## src/rtl/locked_pipe_adder.sv

```systemverilog
// rtl/locked_pipe_adder.sv - pipelined adder with key-locked AND/OR carry gates
//
// Purpose: adds two WIDTH-bit operands over STAGES pipeline slices. Key gates
// on the carry chain corrupt the sum unless the serially loaded key equals
// CORRECT_KEY.
// Optional feature macro: LOCK_HD_EN (adds key_hd_o, registered Hamming
// distance between key_reg and CORRECT_KEY).
//
// Ports:
//   clk_i, rst_ni              clock (rising edge), async active-low reset
//   key_load_i                 start a new key load (flushes pipeline)
//   key_shift_i, key_bit_i     serial key strobe / bit, MSB first
//   key_armed_o                key fully loaded
//   add1_i, add2_i, in_valid_i, in_ready_o     operand handshake
//   result_o, out_valid_o, out_ready_i         result handshake (MSB = carry)
//   key_hd_o                   popcount(key_reg ^ CORRECT_KEY) [LOCK_HD_EN]
module locked_pipe_adder #(
  parameter int                   WIDTH       = 32,
  parameter int                   STAGES      = 4,
  parameter int                   KEY_WIDTH   = 64,
  parameter logic [KEY_WIDTH-1:0] CORRECT_KEY = 64'hA87E0E812FE200DE
) (
  input  logic             clk_i,
  input  logic             rst_ni,
  input  logic             key_load_i,
  input  logic             key_shift_i,
  input  logic             key_bit_i,
  output logic             key_armed_o,
  input  logic [WIDTH-1:0] add1_i,
  input  logic [WIDTH-1:0] add2_i,
  input  logic             in_valid_i,
  output logic             in_ready_o,
  output logic [WIDTH:0]   result_o,
  output logic             out_valid_o,
  input  logic             out_ready_i
`ifdef LOCK_HD_EN
  ,
  output logic [$clog2(KEY_WIDTH+1)-1:0] key_hd_o
`endif
);

  localparam int SW = WIDTH / STAGES;
  localparam int CW = $clog2(KEY_WIDTH + 1);
  localparam logic [CW-1:0] LAST_BIT = CW'(KEY_WIDTH - 1);

  typedef enum logic [1:0] {ST_UNKEYED, ST_LOADING, ST_ARMED} state_t;

  state_t               r_state, w_state_nxt;
  logic [KEY_WIDTH-1:0] r_key;
  logic [CW-1:0]        r_cnt;
  logic [KEY_WIDTH-1:0] w_err;
  logic [WIDTH-1:0]     w_kill, w_force;
  logic                 w_hold, w_accept;

  // Entry 0 holds freshly accepted operands; entry k holds the state after
  // slice k-1 has been added. Entry STAGES drives the outputs.
  logic [STAGES:0]  r_vld;
  logic [WIDTH-1:0] r_a   [0:STAGES];
  logic [WIDTH-1:0] r_b   [0:STAGES];
  logic [WIDTH-1:0] r_sum [0:STAGES];
  logic             r_c   [0:STAGES];
  logic [WIDTH-1:0] w_sum [1:STAGES];
  logic             w_c   [1:STAGES];

  // Key FSM
  always_ff @(posedge clk_i or negedge rst_ni) begin
    if (!rst_ni) r_state <= ST_UNKEYED;
    else         r_state <= w_state_nxt;
  end

  always_comb begin
    w_state_nxt = r_state;
    if (key_load_i) begin
      w_state_nxt = ST_LOADING;
    end else if (r_state == ST_LOADING && key_shift_i && r_cnt == LAST_BIT) begin
      w_state_nxt = ST_ARMED;
    end
  end

  always_ff @(posedge clk_i or negedge rst_ni) begin
    if (!rst_ni) begin
      r_key <= '0;
      r_cnt <= '0;
    end else if (key_load_i) begin
      r_key <= '0;
      r_cnt <= '0;
    end else if (r_state == ST_LOADING && key_shift_i) begin
      r_key <= {r_key[KEY_WIDTH-2:0], key_bit_i};
      r_cnt <= r_cnt + 1'b1;
    end
  end

  assign key_armed_o = (r_state == ST_ARMED);

  // Lock gates: key bit j lands on carry j mod WIDTH; AND gate where the
  // correct bit is 1, OR gate where it is 0.
  assign w_err = r_key ^ CORRECT_KEY;

  always_comb begin
    w_kill  = '0;
    w_force = '0;
    for (int j = 0; j < KEY_WIDTH; j++) begin
      if (CORRECT_KEY[j]) w_kill[j % WIDTH]  = w_kill[j % WIDTH]  | w_err[j];
      else                w_force[j % WIDTH] = w_force[j % WIDTH] | w_err[j];
    end
  end

  // Slice adders; the gated carry feeds both the sum bit and the next carry.
  always_comb begin
    logic c;
    int   idx;
    c   = 1'b0;
    idx = 0;
    for (int k = 1; k <= STAGES; k++) begin
      w_sum[k] = r_sum[k-1];
      c        = r_c[k-1];
      for (int i = 0; i < SW; i++) begin
        idx = (k - 1) * SW + i;
        c   = (c & ~w_kill[idx]) | w_force[idx];
        w_sum[k][idx] = r_a[k-1][idx] ^ r_b[k-1][idx] ^ c;
        c   = (r_a[k-1][idx] & r_b[k-1][idx]) | ((r_a[k-1][idx] ^ r_b[k-1][idx]) & c);
      end
      w_c[k] = c;
    end
  end

  assign w_hold     = out_valid_o && !out_ready_i;
  assign in_ready_o = (r_state == ST_ARMED) && !w_hold;
  assign w_accept   = in_valid_i && in_ready_o;

  always_ff @(posedge clk_i or negedge rst_ni) begin
    if (!rst_ni) begin
      r_vld <= '0;
      for (int k = 0; k <= STAGES; k++) begin
        r_a[k]   <= '0;
        r_b[k]   <= '0;
        r_sum[k] <= '0;
        r_c[k]   <= 1'b0;
      end
    end else if (key_load_i) begin
      r_vld <= '0;
    end else if (!w_hold) begin
      r_vld    <= {r_vld[STAGES-1:0], w_accept};
      r_a[0]   <= add1_i;
      r_b[0]   <= add2_i;
      r_sum[0] <= '0;
      r_c[0]   <= 1'b0;
      for (int k = 1; k <= STAGES; k++) begin
        r_a[k]   <= r_a[k-1];
        r_b[k]   <= r_b[k-1];
        r_sum[k] <= w_sum[k];
        r_c[k]   <= w_c[k];
      end
    end
  end

  assign out_valid_o = r_vld[STAGES];
  assign result_o    = {r_c[STAGES], r_sum[STAGES]};

`ifdef LOCK_HD_EN
  function automatic logic [CW-1:0] popcnt(input logic [KEY_WIDTH-1:0] v);
    logic [CW-1:0] n;
    n = '0;
    for (int j = 0; j < KEY_WIDTH; j++) n = n + CW'(v[j]);
    return n;
  endfunction

  localparam logic [CW-1:0] HD_RST = popcnt(CORRECT_KEY);

  always_ff @(posedge clk_i or negedge rst_ni) begin
    if (!rst_ni) key_hd_o <= HD_RST;
    else         key_hd_o <= popcnt(w_err);
  end
`endif

endmodule

```

## config.mk

```make
export PLATFORM = sky130hd
export DESIGN_NAME = locked_pipe_adder
export DESIGN_NICKNAME = d
export VERILOG_FILES = /design/src/rtl/locked_pipe_adder.sv
export SDC_FILE = /design/constraint.sdc
export NUM_CORES = 1
export LEC_CHECK = 0
export ABC_AREA = 1
export BUFFER_PORTS_ARGS = -buffer_cell sky130_fd_sc_hd__buf_2
export CAP_MARGIN = 10
export CORE_ASPECT_RATIO = 0.5
export CORE_MARGIN = 5
export CORE_UTILIZATION = 60
export CTS_BUF_LIST = sky130_fd_sc_hd__clkbuf_2
export CTS_CLUSTER_DIAMETER = 120
export DETAILED_ROUTE_END_ITERATION = 7
export PLACE_DENSITY_LB_ADDON = 0.15
export SETUP_SLACK_MARGIN = 0.4
export SYNTH_ARGS = -nofsm -noshare
export SYNTH_HDL_FRONTEND = slang
export SYNTH_SLANG_ARGS = --single-unit
```

## constraint.sdc

```tcl
create_clock -name clk_i -period 5.6 [get_ports clk_i]
set_clock_uncertainty 0.15 [all_clocks]
set_input_delay 0.56 -clock clk_i [delete_from_list [all_inputs] [get_ports clk_i]]
set_output_delay 0.56 -clock clk_i [all_outputs]
set_load 0.01 [all_outputs]
```

==> results by group <==
Status
  • Status: complete, no violations

Global route
  • Total GRT Usage: 23.8%
  • Vias in the first global route: 10300
  • Pin count of the biggest net entering global routing: 178
  • Initial antenna violation count: 0
  • Gr ovfl total: 0
  • First-pass GRT wire length: 50600 microns

Worst setup path
  • CP max stage delay: 0.43 ns
  • Startpoint class of the critical path: register
  • Crit path kind: reg -> reg
  • Worst reg-to-reg path cell count: 24
  • Setup crit end: result_o[31]
  • Worst setup path start: r_key[56]
  • Worst path slowest cell: fa_1
  • Crit-path leading delay family: adder cells
  • Stages on the worst setup path: 24
  • FF-to-FF setup slack: 0.73 ns
  • Worst path cell trace: inv_1, nand2_1, fa_1, nand2_1, nand2_1, fa_1, nand2_1, nand2_1, fa_1, nand2_1, nor2_1, fa_1, nor2_1, nand2_1, fa_1, nand2_1, nor2_1, fa_1, nor2_1, nand2_1, fa_1, a21oi_2, fa_1, o21ai_1
  • Buf+Inv Stages, Crit Path: 1
  • FF-to-FF End: result_o[31]
  • Worst path required time: 6.23 ns
  • CP endpoint kind: register
  • Critical R2R Launch: r_key[56]
  • WP data arrival: 5.49 ns
  • Critical Path Most Common Cell: nand2_1
  • Crit path max fanout: 2

Drt
  • WL final: 29300 microns
  • Avg WL per Cell: 14.9 microns
  • First-pass iteration count of the detailed router: 5
  • Post-detailed-route DRC marker count: 0
  • Vias: 10200
  • Vias/cell: 5.20
  • First DRT Iteration DRCs: 865
  • Final ANT Viol Nets: 0

Die
  • Core Box Area: 22700 sq um
  • Die Area: 26200 sq um
  • # IOs: 107
  • Chip Height: 117 microns
  • Row Count: 39
  • Die width: 224 microns
  • Starting Density: 60.6%

Clocking
  • TritonCTS buffer count: 72
  • CTS Root Buffer Type: clkbuf_2
  • Clk_lat worst skew: 0.88 ns
  • CTS sink cnt: 322
  • Clock buffer depth: 3
  • CTS tree: built
  • Clock transition at path regs: 0.13 ns
  • H-tree lvl count: 3

Synth
  • Area leader, netlist: dfrtp_1
  • Number of synthesized flops with an enable pin: 0
  • Mapped cell area: 13800 sq um
  • Dominant cell by count in the synthesized netlist: nand2_1
  • Synth area leaders: dfrtp_1 59%, nand2_1 12%, nand3_1 8.2%
  • Syn_nets: 1572
  • Library cells used by synthesis: 23
  • Top cell type's share of synthesized area: 58.6%
  • Syn Inst Count: 1468
  • FFs w/ async S/R, synth: 100%
  • Number of synthesized register bits: 322
  • Mean Syn Cell Area: 9.37 sq um
  • Seq/Total Area, Yosys: 58.6%
  • YS warnings: 0
  • Main flop type after synthesis: dfrtp_1
  • Top cells by count, synth: 455 x nand2_1, 322 x dfrtp_1, 225 x nand3_1

Layout
  • Layout cell share with drive strength beyond 1: 14.7%
  • Area of the multi-input gates: 4600 sq um
  • FF/Latch Area: 8060 sq um
  • Fill cells: 1874
  • Synth-to-layout area growth: 11.6%
  • Layout Nets: 1707

Timing
  • FMAX: 0.205 GHz
  • Setup TNS: 0 ns
  • RSZ-0062 raised after global routing: true
  • Rel. slew slack: 27.6%
  • Fin. Hold Viols: 0
  • Final Cycle Share: 86.9%
  • Min cycle time layout: 4.87 ns
  • Least-Margin Pin Slew: 1.08 ns
  • Max Slew Vio Count: 0
  • Final setup fails: 0

Power and ir drop
  • Pwr Density: 312 nW/um^2
  • PnR Total Power: 0.00480 W
  • Max VDD drop: 0.159 mV
  • Leak: 7.98 nW

Place
  • Placer Congestion: 0.825
  • Port bufs: 106
  • HPWL Detailed: 17500 microns

Min path
  • Worst min path class: in -> async

Run
  • Max-cap violations: 0
==> kinds of logic (layout without fill, tap and decap cells) <==
kind of cell               count (synthesis)  in the layout  synth area share, %
DFF                                      322            322                 58.6
adders and majority gates                 33             33                 4.75
AOI/OAI and AO/OA                        150            150                 5.87
and+or+nand+nor                          743            743                 22.6
buffers and inverters                    220            406                 8.19
other                                      0              1                    0
==> worst min path at each step <==
stage	startpoint	endpoint	slack, ns	depth (start not counted)
2_1_floorplan	rst_ni	r_a[104]	0.11	0
3_3_place_gp	result_o[28]	result_o[28]	0.30	2
3_5_place_dp	result_o[1]	result_o[1]	0.30	2
4_1_cts	rst_ni	r_a[124]	0.005	2
5_1_grt	rst_ni	r_key[51]	0.01	2
6_report	rst_ni	r_b[158]	0.05	2
==> cell type report <==
class | count | area share [%]
Sequential cell | 322 | 52.5
Multi-Input combinational cell | 926 | 30.0
Timing Repair Buffer | 187 | 8.71
Clock buffer | 106 | 3.46
Tap cell | 307 | 2.50
Inverter | 94 | 2.36
Clock inverter | 19 | 0.473
Antenna cell | 1 | 0.0163
==> per-stage QoR <==
stage	setup WS [ns]	hold slack [ns]	cell area, sq um	util [%]	std cells
floorplan	0.934	0.114	13800	-	1468
global placement	0.811	0.301	14000	61.7	1765
detailed placement	0.677	0.304	14000	61.7	1765
CTS	0.640	0.00525	15300	67.5	1960
global route	0.352	0.0147	15300	67.6	1961
finish	0.734	0.0504	15300	67.6	1962
==> flip-flops by register name, summed over array words and instances, names as in the netlist <==
signal,flops
r_key,64
r_b,80
r_vld,5
r_c,3
result_o,33
r_sum,48
r_a,80
r_cnt,7
r_state,2
==> per-layer routing <==
| metal | share of wire (%) | track usage, % |
|---|---|---|
| met5 | 0 | 0 |
| met2 | 45 | 35.9 |
| met1 | 48 | 35.3 |
| met4 | 1.2 | 6.57 |
| met3 | 5.8 | 5.91 |
==> worst reg2reg max path: stages (launching register included) <==
cell and delay [ns]:
dfrtp_1 0.39, inv_1 0.07, nand2_1 0.06, fa_1 0.35
nand2_1 0.07, nand2_1 0.06, fa_1 0.35, nand2_1 0.07
nand2_1 0.06, fa_1 0.37, nand2_1 0.08, nor2_1 0.05
fa_1 0.38, nor2_1 0.11, nand2_1 0.07, fa_1 0.37
nand2_1 0.08, nor2_1 0.05, fa_1 0.35, nor2_1 0.09
nand2_1 0.07, fa_1 0.39, a21oi_2 0.15, fa_1 0.43
o21ai_1 0.13
==> where the power goes <==
| group | internal [W] | total [W] | leakage, nW | switching (W) |
|---|---|---|---|---|
| sequential | 0.00259 | 0.00274 | 4.08 | 0.000158 |
| clock | 0.000501 | 0.00139 | 0.480 | 0.000892 |
| combinational | 0.000265 | 0.000659 | 3.42 | 0.000394 |
| total | 0.00335 | 0.00480 | 7.98 | 0.00144 |
==> layout by cell type (no fill, tap or decap), types with 27 or more instances in the layout <==
cell / instances
dlygate4sd3_1: 70
buf_2: 105
nand2_1: 455
fa_1: 27
o21ai_0: 55
nand3_1: 225
dfrtp_1: 322
o21ai_1: 27
clkbuf_2: 106
inv_1: 91
nor2_1: 55
a21oi_1: 43
==> repair_timing <==
| item | 4_1_cts | 5_1_grt |
|---|---|---|
| endpoints found under the hold margin | 138 | 0 |
| hold buffers | 70 | 0 |
| setup buffers | 0 | 1 |
| setup endpoints to repair | 0 | 2 |
| resized for setup | 0 | 8 |
Note: power is estimated with default switching activity, not from simulation.
